`src/rtl/ccff_chain_loader.sv`:
```
// Serialises bitstream words LSB-first into a ccff chain, with an optional verify re-shift pass.
// Latency: first bit on ccff_head one cycle after word acceptance; word_ready held low while bits remain buffered.
module ccff_chain_loader #(
    parameter int CHAIN_LEN = 10,
    parameter int WORD_W    = 8,
    parameter int CNT_W     = 8
) (
    input  logic              prog_clk,
    input  logic              prog_reset_n,
    input  logic              start,
    input  logic              verify_en,
    input  logic              abort,
    input  logic [WORD_W-1:0] word_data,
    input  logic              word_valid,
    output logic              word_ready,
    output logic              ccff_head,
    output logic              chain_clk_en,
    input  logic              ccff_tail,
    output logic              busy,
    output logic              done,
    output logic              error,
    output logic [CNT_W-1:0]  err_bit_idx
);

    localparam int               BW    = $clog2(WORD_W + 1);
    localparam logic [CNT_W-1:0] LEN_C = CNT_W'(CHAIN_LEN);

    typedef enum logic [1:0] {
        S_IDLE,
        S_LOAD,
        S_VERIFY,
        S_DONE
    } state_t;

    state_t             state_q, state_d;
    logic               verify_q, verify_d;
    logic [WORD_W-1:0]  buf_q, buf_d;
    logic [BW-1:0]      buf_cnt_q, buf_cnt_d;
    logic [CNT_W-1:0]   bit_cnt_q, bit_cnt_d;
    logic               head_q, head_d;
    logic               clk_en_q, clk_en_d;
    logic               error_q, error_d;
    logic [CNT_W-1:0]   err_idx_q, err_idx_d;

    logic               busy_w;
    logic               shift_w;
    logic               ready_w;
    logic               last_w;
    logic [31:0]        rem32;
    logic [31:0]        n32;

    assign busy_w  = (state_q == S_LOAD) || (state_q == S_VERIFY);
    assign shift_w = (buf_cnt_q != '0);
    assign ready_w = busy_w && !shift_w && (bit_cnt_q < LEN_C);
    assign last_w  = shift_w && ((bit_cnt_q + CNT_W'(1)) == LEN_C);
    assign rem32   = 32'(CHAIN_LEN) - 32'(bit_cnt_q);
    // The final word of a pass only carries the bits still owed to the chain.
    assign n32     = (rem32 < 32'(WORD_W)) ? rem32 : 32'(WORD_W);

    always_ff @(posedge prog_clk or negedge prog_reset_n) begin
        if (!prog_reset_n) begin
            state_q   <= S_IDLE;
            verify_q  <= 1'b0;
            buf_q     <= '0;
            buf_cnt_q <= '0;
            bit_cnt_q <= '0;
            head_q    <= 1'b0;
            clk_en_q  <= 1'b0;
            error_q   <= 1'b0;
            err_idx_q <= '0;
        end else begin
            state_q   <= state_d;
            verify_q  <= verify_d;
            buf_q     <= buf_d;
            buf_cnt_q <= buf_cnt_d;
            bit_cnt_q <= bit_cnt_d;
            head_q    <= head_d;
            clk_en_q  <= clk_en_d;
            error_q   <= error_d;
            err_idx_q <= err_idx_d;
        end
    end

    always_comb begin
        state_d   = state_q;
        verify_d  = verify_q;
        buf_d     = buf_q;
        buf_cnt_d = buf_cnt_q;
        bit_cnt_d = bit_cnt_q;
        error_d   = error_q;
        err_idx_d = err_idx_q;

        if (shift_w) begin
            buf_d     = buf_q >> 1;
            buf_cnt_d = buf_cnt_q - BW'(1);
            bit_cnt_d = bit_cnt_q + CNT_W'(1);
            if ((state_q == S_VERIFY) && (ccff_tail != head_q) && !error_q) begin
                error_d   = 1'b1;
                err_idx_d = bit_cnt_q;
            end
        end else if (ready_w && word_valid) begin
            for (int i = 0; i < WORD_W; i++) begin
                buf_d[i] = word_data[i] & (32'(i) < n32);
            end
            buf_cnt_d = BW'(n32);
        end

        case (state_q)
            S_IDLE, S_DONE: begin
                if (start) begin
                    state_d   = S_LOAD;
                    verify_d  = verify_en;
                    error_d   = 1'b0;
                    err_idx_d = '0;
                    bit_cnt_d = '0;
                end
            end
            S_LOAD: begin
                if (last_w) begin
                    state_d   = verify_q ? S_VERIFY : S_DONE;
                    bit_cnt_d = '0;
                end
            end
            S_VERIFY: begin
                if (last_w) begin
                    state_d   = S_DONE;
                    bit_cnt_d = '0;
                end
            end
            default: state_d = S_IDLE;
        endcase

        if (abort) begin
            state_d   = S_IDLE;
            error_d   = 1'b0;
            err_idx_d = '0;
            buf_d     = '0;
            buf_cnt_d = '0;
            bit_cnt_d = '0;
        end

        // Head and enable are registered from the same next-state so they move together.
        clk_en_d = (buf_cnt_d != '0);
        head_d   = clk_en_d & buf_d[0];
    end

    assign word_ready   = ready_w;
    assign ccff_head    = head_q;
    assign chain_clk_en = clk_en_q;
    assign busy         = busy_w;
    assign done         = (state_q == S_DONE);
    assign error        = error_q;
    assign err_bit_idx  = err_idx_q;

endmodule

```
`config.mk`:
```
export PLATFORM = sky130hd
export DESIGN_NAME = ccff_chain_loader
export DESIGN_NICKNAME = d
export VERILOG_FILES = /design/src/rtl/ccff_chain_loader.sv
export SDC_FILE = /design/constraint.sdc
export NUM_CORES = 1
export LEC_CHECK = 0
export CAP_MARGIN = 20
export CORE_UTILIZATION = 54
export CTS_CLUSTER_DIAMETER = 100
export DETAILED_ROUTE_END_ITERATION = 12
export PLACE_DENSITY = 0.79
export SLEW_MARGIN = 10
export SYNTH_ARGS = -nofsm -noshare
export SYNTH_HDL_FRONTEND = slang
export SYNTH_SLANG_ARGS = --single-unit
```
`constraint.sdc`:
```
create_clock -name prog_clk -period 3 [get_ports prog_clk]
set_clock_uncertainty 0.1 [all_clocks]
set_input_delay 0.3 -clock prog_clk [delete_from_list [all_inputs] [get_ports prog_clk]]
set_output_delay 0.3 -clock prog_clk [all_outputs]
set_load 0.01 [all_outputs]
```
==> impl_metrics.py <==
metrics = {
    "status": {
        "status": "complete, no violations",
    },
    "final_layout": {
        "diodes": 0,
        "fin_area_um2": 2530,
        "nFillCells": 315,
        "layout.nets": 284,
        "drive_above_1_share_pct": 9.20,
        "multi_input_area_um2": 1170,
        "area_growth_pct": 19.6,
        "ff_latch_area_um2": 851,
    },
    "critical_path": {
        "worstPathRequired_ns": 2.60,
        "start_kind": "flop",
        "setup.worst_path.end_class": "output pin",
        "crit_type": "reg -> out",
        "crit_arrival_ns": 2.43,
        "path_max_fanout": 12,
    },
    "floorplan": {
        "die_h_um": 64.6,
        "core_um2": 3720,
        "die_area_um2": 4180,
        "die_w_um": 64.6,
        "io_pins": 29,
        "initial_core_util_pct": 57.0,
        "num_rows": 22,
    },
    "timing": {
        "hold_violations": 0,
        "grt_setup_unrepaired": "no",
        "max-slew-margin-rel_pct": 63.3,
        "worst_pin_slew_ns": 0.549,
        "fin_ws_ns": 0.172,
        "slew_viol_final": 0,
        "fin_tns_setup_ns": 0,
        "setup_viol": 0,
        "fin_crit_sh_pct": 94.3,
        "period_needed_ns": 2.83,
        "timing.fmax_ghz": 0.354,
    },
    "place": {
        "io_buffers": 28,
        "post-place-ws_ns": 0.479,
        "place_hpwl_um": 3530,
        "post_dp_cell_area_um2": 2460,
        "gp_congestion": 0.851,
    },
    "synth": {
        "synth_edf_count": 0,
        "async_reset_ff_share_pct": 100,
        "synth_top_cell_by_area": "dfrtp_1",
        "synthCells": 232,
        "synthFlopType": "dfrtp_1",
        "synth_cell_types": 47,
        "synthTopCellsByArea": "dfrtp_1, nor2_1, mux2i_1, ha_1, xnor2_1",
        "synth_top_area_share_pct": 40.2,
        "syn_area_um2": 2120,
        "synth_fp_nets": 255,
        "ys_seq_area_share_pct": 40.2,
        "synth-seq-cells": 34,
        "syn_area_per_cell_um2": 9.13,
        "yosysWarnings": 0,
    },
    "power_and_ir_drop": {
        "swShare_pct": 43.1,
        "p_leak_nw": 1.07,
        "power_density_nw_per_um2": 824,
        "p_sw_mw": 0.900,
        "internal-power_mw": 1.19,
        "seqPwrFrac_pct": 32.3,
        "power_frac_comb_pct": 52.5,
        "p_clk_share_pct": 15.2,
        "irDropWorstVdd_mv": 0.572,
    },
    "detailed_routing": {
        "drt-initial-drc-count": 141,
        "routedWlPerCell_um": 16.3,
        "firstDrtPassIters": 4,
        "drt-total-wl_um": 5020,
        "drc": 0,
        "vias_per_cell": 6.07,
        "antenna_left": 0,
        "dr_total_vias": 1876,
    },
    "cts": {
        "clkLatencyLatePin_ns": 0.29,
        "numCtsBuffers": 5,
        "cts_sinks": 34,
        "clk_pin_slew_worst_paths_ns": 0.07,
        "htree_levels": 2,
        "postCtsSetupBuffers": 0,
        "clockBufferDepth": 2,
        "cts_resized": 0,
        "ctsHoldBuffers": 0,
        "clockRootBuffer": "clkbuf_8",
        "cts_tree": "built",
    },
    "global_routing": {
        "grt_max_degree": 35,
        "first_global_vias": 1816,
        "grt_pass1_wl_um": 8640,
        "grt_use_total_pct": 27.2,
        "grt.overflow.total": 0,
        "antenna_found_initial": 0,
    },
    "worst_hold_path": {
        "hp-class": "in -> async",
    },
    "run": {
        "maxCapViolations": 0,
    },
}
logic make-up after synthesis:
kind of cell	after synthesis	share of synthesized area, %
buffers and inverters	26	4.90
XOR/XNOR	11	4.55
AND/OR/NAND/NOR	84	20.8
multiplexers	13	6.26
flip-flops	34	40.2
AO/OA/AOI/OAI	56	18.6
adder cells (fa/ha/maj)	8	4.73
state kept, by name (all words and copies together) (netlist names), 2 cells and up:
name,flops
buf_cnt_q,4
bit_cnt_q,8
buf_q,8
state_q,2
err_bit_idx,8
final cells by class:
type | count | share of cell area [%]
clock buffers | 7 | 3.01
well taps | 48 | 2.37
repair buffers | 34 | 12.8
flip-flops and latches | 34 | 33.6
multi-input cells | 172 | 46.1
inverters | 14 | 2.07
synth_stat cells, drive strengths merged, types with 3 or more instances:
cell,n
nor2,36
dfrtp,34
inv,14
o21ai,12
mux2i,11
a21oi,10
nand2,10
a211oi,9
clkbuf,9
ha,8
xnor2,8
nand3,7
o211ai,7
and2,5
a31oi,4
and3,4
nor3,4
buf,3
nand4,3
xor2,3
layout by cell type (no fill, tap or decap), types with 3 or more instances in the layout:
cell,n
nand3_1,7
nor3_1,4
inv_1,14
o211ai_1,7
nand2_1,10
buf_4,6
a211oi_2,3
a31oi_1,4
nor2_1,35
nand4_1,3
a211oi_1,6
mux2i_1,11
and3_1,4
ha_1,8
o21ai_0,12
xnor2_1,8
clkdlybuf4s50_1,28
a21oi_1,10
clkbuf_8,5
dfrtp_1,34
xor2_1,3
and2_1,5
power by group through the flow:
stage | combinational [mW] | sequential [mW] | clock, mW
3_5_place_dp | 1.07 | 0.681 | 0
4_1_cts | 1.08 | 0.673 | 0.325
6_report | 1.10 | 0.674 | 0.318
3_3_place_gp | 1.05 | 0.672 | 0
5_1_grt | 1.21 | 0.689 | 0.345
2_1_floorplan | 0.761 | 0.653 | 0
worst max-delay path: stages, from the launching register on:
cell	delay [ns]
dfrtp_1	0.52
ha_1	0.28
a211o_1	0.32
a211oi_1	0.32
and2_1	0.17
clkdlybuf4s50_1	0.52
path summary, 6_finish.rpt:
| kind | start | end | slack [ns] | depth (start not counted) |
|---|---|---|---|---|
| min in group prog_clk | err_bit_idx[3] | err_bit_idx[3] | 0.42 | 2 |
| max | bit_cnt_q[1] | word_ready | 0.17 | 5 |
| max in group asynchronous | prog_reset_n | buf_cnt_q[1] | 2.16 | 2 |
| max reg2reg | state_q[0] | buf_q[4] | 0.44 | 7 |
| min | prog_reset_n | state_q[0] | 0.31 | 2 |
| min reg2reg | err_bit_idx[3] | err_bit_idx[3] | 0.42 | 2 |
through the flow:
step | total power [mW] | cells | utilization, % | hold WS, ns
2_1_floorplan | 1.41 | 232 | - | -0.0956
3_3_place_gp | 1.72 | 302 | 66.1 | 0.401
3_5_place_dp | 1.75 | 302 | 66.1 | 0.411
4_1_cts | 2.08 | 309 | 68.2 | 0.337
5_1_grt | 2.25 | 309 | 68.2 | 0.359
6_report | 2.09 | 309 | 68.2 | 0.309
per-layer routing:
layer	up-vias	part of all wire (%)	track usage, %
met5	-	0	0
met4	0	0.66	9.17
met3	4	5.7	4.58
met2	63	46	42.5
met1	924	48	38.2
li1	885	-	-
Note: power is estimated with default switching activity, not from simulation.
